`src/rtl/sram_port_arbiter_pkg.sv`:
```
// Shared c0 SRAM definitions: macro geometry (32x512, byte masks) and the
// in-flight tag record that travels alongside each SRAM access.
package sram_port_arbiter_pkg;

  localparam int SRAM_DATA_W = 32;
  localparam int SRAM_MASK_W = 4;
  localparam int SRAM_ADDR_W = 9;

  typedef struct packed {
    logic valid;
    logic port;
    logic we;
  } tag_t;

  localparam tag_t TAG_IDLE = '{valid: 1'b0, port: 1'b0, we: 1'b0};

endpackage

```
`src/rtl/sram_port_arbiter_rr_arbiter2.sv`:
```
// Two-way round-robin arbiter: the pointer names the port that wins a tie and
// moves to the other port whenever a grant is issued.
module rr_arbiter2 (
  input  logic       clk_g,
  input  logic       rst_g,
  input  logic [1:0] i_req,
  output logic [1:0] o_gnt,
  output logic       o_port
);

  logic r_ptr;

  always_comb begin
    o_gnt = 2'b00;
    if (i_req == 2'b11) begin
      if (r_ptr) begin
        o_gnt = 2'b10;
      end else begin
        o_gnt = 2'b01;
      end
    end else begin
      o_gnt = i_req;
    end
  end

  assign o_port = o_gnt[1];

  always_ff @(posedge clk_g or negedge rst_g) begin
    if (!rst_g) begin
      r_ptr <= 1'b0;
    end else if (|o_gnt) begin
      r_ptr <= ~o_gnt[1];
    end else begin
      r_ptr <= r_ptr;
    end
  end

endmodule

```
`src/rtl/sram_port_arbiter.sv`:
```
// Two-requester front end for a single-port SRAM macro: round-robin accept,
// registered SRAM drive, fixed three-cycle in-order response per acceptance.
module sram_port_arbiter
  import sram_port_arbiter_pkg::*;
#(
  parameter int ADDR_BIT = SRAM_ADDR_W
) (
  input  logic                   clk_g,
  input  logic                   rst_g,
  input  logic                   rq0_valid,
  output logic                   rq0_ready,
  input  logic                   rq0_we,
  input  logic [SRAM_MASK_W-1:0] rq0_wmask,
  input  logic [ADDR_BIT-1:0]    rq0_addr,
  input  logic [SRAM_DATA_W-1:0] rq0_wdata,
  input  logic                   rq1_valid,
  output logic                   rq1_ready,
  input  logic                   rq1_we,
  input  logic [SRAM_MASK_W-1:0] rq1_wmask,
  input  logic [ADDR_BIT-1:0]    rq1_addr,
  input  logic [SRAM_DATA_W-1:0] rq1_wdata,
  output logic                   rs0_valid,
  output logic [SRAM_DATA_W-1:0] rs0_rdata,
  output logic                   rs1_valid,
  output logic [SRAM_DATA_W-1:0] rs1_rdata,
  output logic                   sram_csb0,
  output logic                   sram_web0,
  output logic [SRAM_MASK_W-1:0] sram_wmask0,
  output logic [ADDR_BIT-1:0]    sram_addr0,
  output logic [SRAM_DATA_W-1:0] sram_din0,
  input  logic [SRAM_DATA_W-1:0] sram_dout0
);

  logic [1:0]             w_gnt;
  logic                   w_port;
  logic                   w_acc;
  logic                   w_we;
  logic [SRAM_MASK_W-1:0] w_wmask;
  logic [ADDR_BIT-1:0]    w_addr;
  logic [SRAM_DATA_W-1:0] w_wdata;

  logic                   r_csb;
  logic                   r_web;
  logic [SRAM_MASK_W-1:0] r_wmask;
  logic [ADDR_BIT-1:0]    r_addr;
  logic [SRAM_DATA_W-1:0] r_din;
  tag_t                   r_tag1;
  tag_t                   r_tag2;
  logic                   r_rs0_valid;
  logic                   r_rs1_valid;
  logic [SRAM_DATA_W-1:0] r_rs0_rdata;
  logic [SRAM_DATA_W-1:0] r_rs1_rdata;

  rr_arbiter2 u_arb (
    .clk_g  (clk_g),
    .rst_g  (rst_g),
    .i_req  ({rq1_valid, rq0_valid}),
    .o_gnt  (w_gnt),
    .o_port (w_port)
  );

  assign rq0_ready = w_gnt[0];
  assign rq1_ready = w_gnt[1];
  assign w_acc     = |w_gnt;

  assign w_we    = w_port ? rq1_we    : rq0_we;
  assign w_wmask = w_port ? rq1_wmask : rq0_wmask;
  assign w_addr  = w_port ? rq1_addr  : rq0_addr;
  assign w_wdata = w_port ? rq1_wdata : rq0_wdata;

  // Idle drive values are all-zero with csb/web high so the macro sees no access.
  always_ff @(posedge clk_g or negedge rst_g) begin
    if (!rst_g) begin
      r_csb   <= 1'b1;
      r_web   <= 1'b1;
      r_wmask <= {SRAM_MASK_W{1'b0}};
      r_addr  <= {ADDR_BIT{1'b0}};
      r_din   <= {SRAM_DATA_W{1'b0}};
      r_tag1  <= TAG_IDLE;
      r_tag2  <= TAG_IDLE;
    end else begin
      if (w_acc) begin
        r_csb   <= 1'b0;
        r_web   <= ~w_we;
        r_wmask <= w_wmask;
        r_addr  <= w_addr;
        r_din   <= w_wdata;
        r_tag1  <= '{valid: 1'b1, port: w_port, we: w_we};
      end else begin
        r_csb   <= 1'b1;
        r_web   <= 1'b1;
        r_wmask <= {SRAM_MASK_W{1'b0}};
        r_addr  <= {ADDR_BIT{1'b0}};
        r_din   <= {SRAM_DATA_W{1'b0}};
        r_tag1  <= TAG_IDLE;
      end
      r_tag2 <= r_tag1;
    end
  end

  // Read data is valid one cycle after the macro samples, i.e. while r_tag2 is live.
  always_ff @(posedge clk_g or negedge rst_g) begin
    if (!rst_g) begin
      r_rs0_valid <= 1'b0;
      r_rs1_valid <= 1'b0;
      r_rs0_rdata <= {SRAM_DATA_W{1'b0}};
      r_rs1_rdata <= {SRAM_DATA_W{1'b0}};
    end else begin
      r_rs0_valid <= r_tag2.valid & ~r_tag2.port;
      r_rs1_valid <= r_tag2.valid &  r_tag2.port;
      if (r_tag2.valid && !r_tag2.port) begin
        r_rs0_rdata <= r_tag2.we ? {SRAM_DATA_W{1'b0}} : sram_dout0;
      end else begin
        r_rs0_rdata <= r_rs0_rdata;
      end
      if (r_tag2.valid && r_tag2.port) begin
        r_rs1_rdata <= r_tag2.we ? {SRAM_DATA_W{1'b0}} : sram_dout0;
      end else begin
        r_rs1_rdata <= r_rs1_rdata;
      end
    end
  end

  assign sram_csb0   = r_csb;
  assign sram_web0   = r_web;
  assign sram_wmask0 = r_wmask;
  assign sram_addr0  = r_addr;
  assign sram_din0   = r_din;
  assign rs0_valid   = r_rs0_valid;
  assign rs1_valid   = r_rs1_valid;
  assign rs0_rdata   = r_rs0_rdata;
  assign rs1_rdata   = r_rs1_rdata;

endmodule
```
`config.mk`:
```
export PLATFORM = sky130hd
export DESIGN_NAME = sram_port_arbiter
export DESIGN_NICKNAME = d
export VERILOG_FILES = /design/src/rtl/sram_port_arbiter_pkg.sv /design/src/rtl/sram_port_arbiter_rr_arbiter2.sv /design/src/rtl/sram_port_arbiter.sv
export SDC_FILE = /design/constraint.sdc
export NUM_CORES = 1
export LEC_CHECK = 0
export ABC_AREA = 1
export CORE_AREA = 2 2 130 94
export DETAILED_ROUTE_END_ITERATION = 6
export DIE_AREA = 0 0 132 96
export PLACE_DENSITY = 0.84
export RECOVER_POWER = 25
export SETUP_SLACK_MARGIN = 0.02
export SYNTH_ARGS = -nofsm -noshare
export SYNTH_HDL_FRONTEND = slang
export SYNTH_SLANG_ARGS = --single-unit
```
`constraint.sdc`:
```
create_clock -name clk_g -period 1.6 [get_ports clk_g]
set_input_delay 0.24 -clock clk_g [delete_from_list [all_inputs] [get_ports clk_g]]
set_output_delay 0.24 -clock clk_g [all_outputs]
set_load 0.01 [all_outputs]
```
==> key figures <==
Status
  – Status: finished, final reports clean

Placed design
  – Placed Cells: 948
  – PortBufs: 242
  – GP Congestion: 0.820
  – DP Wirelength: 10400 um

Cells and area
  – Antenna Diode Count: 0
  – Core Util, Final: 0.703
  – Ratio of cells with drive above 1 in the final layout: 0.0657
  – Non-Filler Instances: 979
  – Final #Nets: 940
  – Area growth syn-to-layout: 67.9%

Logic synthesis
  – Xor/xnor cell area share of the yosys netlist: 0
  – Leading area contributor after synthesis: dfrtp_1
  – Top-area cell type share of the netlist area: 0.617
  – Post-Syn Instances: 559
  – Seq cells post-synth: 120
  – Cell variety after synth: 18
  – Ranking of synthesized cells by area: dfrtp_1, nand2_1, o21ai_0, inv_1, nor2_1
  – Synth warn: 0
  – Post-synthesis adder-cell area fraction: 0
  – Simple-gate share of the synthesized area: 0.267
  – Mux cell area share after synthesis: 0
  – Seq/Total Area, Yosys: 0.628
  – Syn nets: 687
  – Post-Synthesis Cell Area: 0.00479 mm2
  – Syn_area_per_cell: 8.56 um2
  – Combinational family with the most area after synthesis: simple AND/OR/NAND/NOR gates
  – Compound-Gate Fraction of Synth Area: 0.0379

Pwr
  – Leakage: 4.40 nW
  – Switching Fraction: 0.255
  – Power Density: 1180 mW/mm2
  – Clock Power Share: 0.401
  – Combinational share of power: 0.216
  – Max VDD drop: 0.000817 V
  – P_sw: 2.42 mW
  – Sequential share of power: 0.383
  – P_int: 7.05 mW

STA
  – Final min period: 1.56 ns
  – # setup viols final: 0
  – Slew @ Worst Pin: 0.699 ns
  – RSZ-0062 raised after global routing: true
  – Max-slew violation count: 0
  – Skew final: 0.0102 ns
  – Fmax: 0.643 GHz
  – Crit share post-route: 0.973
  – Final Hold Fails: 0
  – Slew HR: 0.534

CTS
  – Total CTS buffers: 17
  – H-tree levels: 4
  – CTS tree: yes
  – Worst-skew pair later-pin latency: 0.40 ns
  – Reg clk slew, reported paths: 0.05 ns
  – Worst-case clock buffer depth: 2
  – Clk root buf: clkbuf_16
  – Clk sinks: 120

Worst setup path
  – Slowest CP cell: dlygate4sd3_1
  – Worst Setup Start Kind: input pin
  – Crit-path max cell delay: 0.64 ns
  – Crit end category: primary output
  – Worst Setup Path Type: in2out
  – Worst R2R Start: u_arb.r_ptr$_DFFE_PN0N_
  – Reg2Reg Capture Point: sram_din0[23]$_DFF_PN0_
  – CP Data Required Time: 1.36 ns
  – Crit path arrival time: 1.32 ns
  – Critical Path, Cell by Cell: dlygate4sd3_1 -> a21oi_4 -> clkdlybuf4s15_1
  – Reg2Reg Depth: 5
  – Crit Path Max Fanout: 3
  – Reg2Reg Setup Slack: 0.24 ns

Global route
  – First-pass GRT wire length: 22600 um
  – GRT Total Usage: 0.232
  – Vias in the first global route: 4521
  – Grt total ovfl: 0
  – Largest net degree at the start of global routing: 46
  – Initial antenna violation count: 0

Floorplanning
  – Initial cell density of the core: 0.419
  – # rows: 33
  – DIE HEIGHT: 96 um
  – Die area: 0.0127 mm2
  – Io pins: 243
  – Core Box Area: 0.0114 mm2
  – Die Width: 132 um

Hold path
  – Hold path startpoint: r_tag1[0]$_DFF_PN0_
  – Worst Hold Class: reg2reg
  – Hold EP: r_tag2[0]$_DFF_PN0_
  – Hold path depth: 0

Detailed routing
  – Routed length per instance: 15.0 um
  – Via Count: 4575
  – DR vias/cell: 4.67
  – TritonRoute pass-1 iters: 5
  – Final ANT Viol Nets: 0
  – DR iter-0 viols: 206
  – Final wirelength: 14700 um
  – DRC: 0

Job
  – Max Cap Viol: 0
worst max-delay path, delay by kind of cell:
kind,cells,cell delay (ns)
AOI/OAI and AO/OA,1,0.19
buffers and inverters,2,0.89
cells by family (layout without fill, tap and decap cells):
| family | count (synthesis) | in the layout |
|---|---|---|
| compound gates | 34 | 34 |
| buf+inv | 68 | 331 |
| flops | 120 | 120 |
| simple gates | 337 | 337 |
cells in the final DEF, fill, tap and decap left out, drive strengths merged:
cell type,Yosys,routed
o21ai,33,33
clkdlybuf4s15,0,2
nand3,1,1
clkinv,1,5
clkinvlp,0,2
inv,41,41
clkdlybuf4s50,0,208
nand2,301,301
bufinv,0,3
dfrtp,118,118
a21oi,1,1
nor2,34,34
dfstp,2,2
dlygate4sd3,0,2
clkbuf,8,26
buf,18,12
nand3b,1,1
dlymetal6s2s,0,26
dlygate4sd2,0,4
how the worst max path moves through the flow:
stage                                   start  slack [ns]  depth (start not counted)            end
floorplan             u_arb.r_ptr$_DFFE_PN0N_        0.55                          5      rq1_ready
global route        rs0_rdata[20]$_DFFE_PN0P_      -0.006                          1  rs0_rdata[20]
finish                              rq1_valid        0.04                          3      rq0_ready
detailed placement                  rq0_valid       -0.13                          4      rq0_ready
global placement                    rq0_valid       -0.13                          4      rq0_ready
CTS                   u_arb.r_ptr$_DFFE_PN0N_       0.005                          5      rq1_ready
stage by stage:
step | setup slack [ns] | area (um2) | hold slack, ns | total power [mW] | setup TNS (ns)
3_3_place_gp | -0.128 | 7390 | 0.177 | 5.68 | -0.249
3_5_place_dp | -0.134 | 7390 | 0.187 | 5.75 | -1.19
4_1_cts | 0.00462 | 7980 | 0.307 | 9.58 | 0
5_1_grt | -0.00614 | 8040 | 0.364 | 9.91 | -0.00614
2_1_floorplan | 0.548 | 4790 | -0.0556 | 4.39 | 0
6_report | 0.0439 | 8040 | 0.344 | 9.47 | 0
power by group through the flow:
stage               clock [mW]  sequential (mW)  combinational (mW)
floorplan                    0             3.84               0.549
global placement             0             3.66                2.03
detailed placement           0             3.67                2.08
CTS                       3.86             3.63                2.09
global route              4.03             3.67                2.22
finish                    3.80             3.63                2.04
metal layers:
layer	wire (um)	GRT usage
met3	1040	0.0664
met4	149	0.0752
met5	0	0
met2	7630	0.411
met1	5880	0.278
area by class of cell:
class | count | area, um2
Clock buffer | 20 | 467
Clock inverter | 9 | 125
Fill cell | 849 | 3400
Inverter | 42 | 161
Multi-Input combinational cell | 371 | 1470
Sequential cell | 120 | 3010
Tap cell | 157 | 196
Timing Repair Buffer | 260 | 2610
timing repair:
| item | CTS | global route |
|---|---|---|
| setup endpoints to repair | 6 | 27 |
| resized for setup | 6 | 29 |
| hold buffers | 1 | 0 |
| setup buffers | 0 | 1 |
| endpoints found under the hold margin | 20 | 0 |
synthesized netlist by cell type, drive strengths merged:
master / n
a21oi: 1
buf: 18
clkbuf: 8
clkinv: 1
dfrtp: 118
dfstp: 2
inv: 41
nand2: 301
nand3: 1
nand3b: 1
nor2: 34
o21ai: 33
sequential cells by signal, summed over array words and instances, names as in the netlist, 3 cells and up:
name / cells
sram_wmask0: 4
rs1_rdata: 32
sram_din0: 32
sram_addr0: 9
r_tag1: 3
rs0_rdata: 32
r_tag2: 3
(Power assumes the default switching activity.)
